--- src/rtl/lfsr_clock_div_n_if.sv ---
// Control/status bundle for lfsr_clock_div_n.
// Optional lockup status exists only with LFSR_DIV_LOCKUP_DET_EN.
interface lfsr_clock_div_n_if #(
    parameter int WIDTH = 26
);
    logic             en;
    logic [WIDTH-1:0] term_in;
    logic             term_load;
    logic             term_pending;
    logic             tick;
    logic             q;
`ifdef LFSR_DIV_LOCKUP_DET_EN
    logic             lockup;
`endif

    modport master (
        output en, term_in, term_load,
        input  term_pending, tick, q
`ifdef LFSR_DIV_LOCKUP_DET_EN
        , input lockup
`endif
    );

    modport slave (
        input  en, term_in, term_load,
        output term_pending, tick, q
`ifdef LFSR_DIV_LOCKUP_DET_EN
        , output lockup
`endif
    );
endinterface

--- src/rtl/lfsr_clock_div_n.sv ---
// Fibonacci LFSR clock divider with shadowed terminal reload.
// Define LFSR_DIV_LOCKUP_DET_EN for zero-state/watchdog recovery.
module lfsr_clock_div_n #(
    parameter int               WIDTH = 26,
    parameter logic [WIDTH-1:0] TAPS  = 26'h2000023,
    parameter logic [WIDTH-1:0] SEED  = 1,
    parameter logic [WIDTH-1:0] TERM  = 26'd45641777,
    parameter int               MODE  = 0
) (
    input logic               clk,
    input logic               rst_n,
    lfsr_clock_div_n_if.slave bus
);
    logic [WIDTH-1:0] lfsr;
    logic [WIDTH-1:0] term_active;
    logic [WIDTH-1:0] shadow;
    logic             pending_q;
    logic             tick_q;
    logic             q_q;
    logic             fb;
    logic             wrap;
    logic             recover;

    assign fb   = ^(lfsr & TAPS);
    assign wrap = bus.en && (lfsr == term_active);

`ifdef LFSR_DIV_LOCKUP_DET_EN
    logic [WIDTH-1:0] wd;
    logic             lockup_q;

    // Zero state or a full 2^WIDTH enabled cycles with no wrap.
    assign recover = bus.en && !wrap && ((lfsr == '0) || (&wd));

    always_ff @(posedge clk or negedge rst_n) begin
        if (!rst_n) begin
            wd       <= '0;
            lockup_q <= 1'b0;
        end else begin
            lockup_q <= recover;
            if (wrap || recover) begin
                wd <= '0;
            end else if (bus.en) begin
                wd <= wd + 1'b1;
            end
        end
    end

    assign bus.lockup = lockup_q;
`else
    assign recover = 1'b0;
`endif

    always_ff @(posedge clk or negedge rst_n) begin
        if (!rst_n) begin
            lfsr <= SEED;
        end else if (wrap || recover) begin
            lfsr <= SEED;
        end else if (bus.en) begin
            lfsr <= {lfsr[WIDTH-2:0], fb};
        end
    end

    always_ff @(posedge clk or negedge rst_n) begin
        if (!rst_n) begin
            tick_q <= 1'b0;
            q_q    <= 1'b0;
        end else begin
            tick_q <= wrap;
            if (MODE == 0) begin
                if (wrap) begin
                    q_q <= ~q_q;
                end
            end else begin
                q_q <= wrap;
            end
        end
    end

    // A new terminal only takes effect at a wrap, so no period is cut short.
    always_ff @(posedge clk or negedge rst_n) begin
        if (!rst_n) begin
            term_active <= TERM;
            shadow      <= TERM;
            pending_q   <= 1'b0;
        end else if (wrap && bus.term_load) begin
            term_active <= bus.term_in;
            shadow      <= bus.term_in;
            pending_q   <= 1'b0;
        end else if (wrap) begin
            term_active <= shadow;
            pending_q   <= 1'b0;
        end else if (bus.term_load) begin
            shadow    <= bus.term_in;
            pending_q <= 1'b1;
        end
    end

    assign bus.term_pending = pending_q;
    assign bus.tick         = tick_q;
    assign bus.q            = q_q;
endmodule
--- src/flat_wrapper.sv ---
// flat-port wrapper written by rule: the top's interface ports become plain ports
module lfsr_clock_div_n_flat 
#(
    parameter int               WIDTH = 26,
    parameter logic [WIDTH-1:0] TAPS  = 26'h2000023,
    parameter logic [WIDTH-1:0] SEED  = 1,
    parameter logic [WIDTH-1:0] TERM  = 26'd45641777,
    parameter int               MODE  = 0
)
  (clk, rst_n, bus_en, bus_term_in, bus_term_load, bus_term_pending, bus_tick, bus_q);
  lfsr_clock_div_n_if #(.WIDTH(WIDTH)) bus_i ();
  input logic clk;
  input logic rst_n;
  input wire logic [$bits(bus_i.en)-1:0] bus_en;
  input wire logic [$bits(bus_i.term_in)-1:0] bus_term_in;
  input wire logic [$bits(bus_i.term_load)-1:0] bus_term_load;
  output wire logic [$bits(bus_i.term_pending)-1:0] bus_term_pending;
  output wire logic [$bits(bus_i.tick)-1:0] bus_tick;
  output wire logic [$bits(bus_i.q)-1:0] bus_q;
  assign bus_i.en = bus_en;
  assign bus_i.term_in = bus_term_in;
  assign bus_i.term_load = bus_term_load;
  assign bus_term_pending = bus_i.term_pending;
  assign bus_tick = bus_i.tick;
  assign bus_q = bus_i.q;
  lfsr_clock_div_n #(.WIDTH(WIDTH), .TAPS(TAPS), .SEED(SEED), .TERM(TERM), .MODE(MODE)) u_core (.clk(clk), .rst_n(rst_n), .bus(bus_i));
endmodule
--- config.mk ---
export PLATFORM = sky130hd
export DESIGN_NAME = lfsr_clock_div_n_flat
export DESIGN_NICKNAME = d
export VERILOG_FILES = /design/src/rtl/lfsr_clock_div_n_if.sv /design/src/rtl/lfsr_clock_div_n.sv /design/src/flat_wrapper.sv
export SDC_FILE = /design/constraint.sdc
export NUM_CORES = 1
export LEC_CHECK = 0
export BUFFER_PORTS_ARGS = -buffer_cell sky130_fd_sc_hd__buf_2
export CAP_MARGIN = 20
export CORE_MARGIN = 1.5
export CORE_UTILIZATION = 58
export DETAILED_ROUTE_END_ITERATION = 10
export PLACE_DENSITY = 0.78
export SETUP_SLACK_MARGIN = 0.02
export SLEW_MARGIN = 20
export SYNTH_ARGS = -nofsm -noshare
export SYNTH_HDL_FRONTEND = slang
export SYNTH_SLANG_ARGS = --single-unit
export TNS_END_PERCENT = 1
--- constraint.sdc ---
create_clock -name clk -period 2.4 [get_ports clk]
set_input_delay 0.24 -clock clk [delete_from_list [all_inputs] [get_ports clk]]
set_output_delay 0.24 -clock clk [all_outputs]
set_load 0.02 [all_outputs]
==> impl_metrics.json <==
{
  "status": "complete, no violations",
  "ir_drop_mv": 0.610,
  "vias_per_cell": 5.62,
  "final_util_pct": 66.2,
  "rsz0062_at_grt": "no",
  "cts_setup_buffers": 0,
  "cts_buffers": 9,
  "syn_to_final_growth_pct": 10.1,
  "slew_viol_final": 0,
  "dieArea_um2": 6610,
  "core_um2": 5920,
  "hold_buffers": 0,
  "start_kind": "flop",
  "synth_nets": 282,
  "htreeDepth": 3,
  "total_leakage_power_nw": 1.65,
  "p_total_w": 0.00307,
  "fillCellCount": 458,
  "synth_top_area_cell": "dfrtp_1",
  "syn_area_per_cell_um2": 14.1,
  "cts_resized": 0,
  "placed_cell_area_um2": 3760,
  "r2r.worst_path.cells": 6,
  "endpoint_kind": "flop",
  "first_iter_violations": 102,
  "clock_latency_ns": 0.35,
  "p_per_area_nw_per_um2": 785,
  "grt_pass1_wl_um": 10300,
  "r2r_start": "u_core.term_active[23]",
  "dp_hpwl_um": 4140,
  "yosys_warnings": 0,
  "clk_pin_slew_worst_paths_ns": 0.08,
  "synth_cell_types": 21,
  "grt-ovfl-total": 0,
  "nNetsFinal": 316,
  "netSwitchingPower_w": 0.000866,
  "p_comb_share_pct": 17.4,
  "hold_path_class": "input port to asynchronous set/reset pin",
  "rows": 28,
  "p_sw_share_pct": 28.2,
  "clock_skew_ns": 0.00988,
  "synth_area_leaders": "dfrtp_1 (41%), dfstp_2 (17%), mux2_2 (10%)",
  "rrSetupSlack_ns": 0.28,
  "clock.fmax_mhz": 472,
  "maxSlewHeadroom_pct": 35.3,
  "port_buffers": 32,
  "critPathLaunch": "u_core.term_active[23]",
  "cts_root_buf": "clkbuf_8",
  "cts_tree": "done",
  "wl_per_cell_um": 17.0,
  "num_antenna_cells": 0,
  "setup_viol": 0,
  "first_pass_iters": 6,
  "hold_viol_final": 0,
  "maxCapViolCount": 0,
  "route.vias.total": 2056,
  "tns_ns": 0,
  "grt_max_degree": 82,
  "r2r_end": "u_core.term_active[2]",
  "cts.sinks": 81,
  "gp_congestion": 0.889,
  "drive_above_1_share_pct": 44.0,
  "synthesis.area_um2": 3560,
  "design_area_um2": 3920,
  "synth_top_area_share_pct": 40.8,
  "antenna_found_initial": 0,
  "ys_ff_latch": 81,
  "drt-total-wl_um": 6230,
  "crit_fanout": 26,
  "drc_errors": 0,
  "timing.final.crit_share_pct": 88.3,
  "period_needed_ns": 2.12,
  "synth_seq_area_share_pct": 57.8,
  "p_clk_share_pct": 27.4,
  "first_global_vias": 2086,
  "synthCells": 252,
  "final_antenna_net_count": 0,
  "dieWidth_um": 81.3,
  "start_util_pct": 60.1,
  "worstSetupPathType": "flop to flop",
  "worstPathArrival_ns": 2.35,
  "intPower_w": 0.00221,
  "grt_util_all_layers_pct": 21.2,
  "clk_path_buf_depth": 2,
  "dieHeight_um": 81.3,
  "worst_slew_pin_slew_ns": 0.971,
  "seqPwrFrac_pct": 55.2,
  "cp.required_ns": 2.63,
  "ios": 33,
  "endpoint": "u_core.term_active[2]"
}
## kinds of logic after synthesis
kind of cell    count (synthesis)  share of synthesized area [%]
buf+inv                        16                           3.66
simple gates                   47                           6.15
xor+xnor                       29                           7.14
mux                            53                           18.9
flops                          81                           57.8
compound gates                 26                           6.40
## registers in the layout, summed over array words and instances (netlist names)
signal	flops
u_core.bus.q	1
u_core.bus.tick	1
u_core.shadow	26
u_core.term_active	26
u_core.lfsr	26
u_core.bus.term_pending	1
## cell usage in the layout (no fill, tap or decap), drive strengths merged
| master | netlist | routed |
|---|---|---|
| nand2 | 25 | 25 |
| clkbuf | 5 | 10 |
| nor2 | 6 | 6 |
| and4 | 1 | 1 |
| xor2 | 2 | 2 |
| a211o | 1 | 1 |
| dfstp | 23 | 23 |
| buf | 9 | 37 |
| dfrtp | 58 | 58 |
| nand4 | 13 | 13 |
| mux2 | 53 | 53 |
| clkinvlp | 0 | 2 |
| o2bb2ai | 25 | 25 |
| clkinv | 1 | 5 |
| nor4 | 2 | 2 |
| inv | 1 | 1 |
| xnor2 | 27 | 27 |
## per-layer routing
metal	up-vias	routed length (um)	track usage [%]
met3	11	191	4.04
li1	954	-	-
met4	0	127	10.7
met1	1054	3030	29.6
met5	-	0	0
met2	37	2880	31.8
## worst max-delay path: stages (launching register included)
cell	delay, ns
dfstp_2	0.54
xnor2_1	0.14
nand4_1	0.13
nor4_1	0.29
and4_2	0.33
buf_12	0.21
mux2_2	0.36
## metrics by stage
| stage | hold WS (ns) | setup slack (ns) | instances |
|---|---|---|---|
| global placement | 0.455 | 0.388 | 350 |
| CTS | 0.0806 | 0.321 | 366 |
| global route | 0.128 | 0.248 | 366 |
| floorplan | -0.0556 | 0.491 | 252 |
| detailed placement | 0.460 | 0.341 | 350 |
| finish | 0.0279 | 0.280 | 366 |
## power groups by stage
stage	clock, W	sequential, W	combinational (W)
after global routing	0.000917	0.00172	0.000586
after detailed placement	0	0.00172	0.000533
after CTS	0.000861	0.00170	0.000538
final	0.000842	0.00170	0.000536
after global placement	0	0.00171	0.000517
after floorplan	0	0.00169	0.000396
## synthesized netlist by cell type
cell       number
inv_1           1
dfstp_2        23
mux2_4         20
mux2_1          1
mux2_2         32
nor2_1          6
clkbuf_1        5
nand2_1        25
clkinv_1        1
xor2_1          2
o2bb2ai_1      25
buf_8           1
xnor2_1        27
dfrtp_1        58
a211o_1         1
buf_12          2
buf_2           3
and4_1          1
buf_6           3
nor4_1          2
nand4_1        13
## area by class of cell
type                            count  area [um^2]  area share [%]
Sequential cell                    81         2060            52.5
Multi-Input combinational cell    155         1370            35.1
Timing Repair Buffer               37          225            5.75
Clock buffer                       10          128            3.26
Tap cell                           75         93.8            2.39
Clock inverter                      6         35.0           0.894
Inverter                            2         7.51           0.192
## worst min path at each step
stage	to	slack [ns]
2_1_floorplan	u_core.bus.q	-0.06
3_3_place_gp	u_core.bus.q	0.45
3_5_place_dp	u_core.bus.term_pending	0.46
4_1_cts	u_core.lfsr[22]	0.08
5_1_grt	u_core.lfsr[22]	0.13
6_report	u_core.bus.term_pending	0.03
Note: power is estimated with default switching activity, not from simulation.
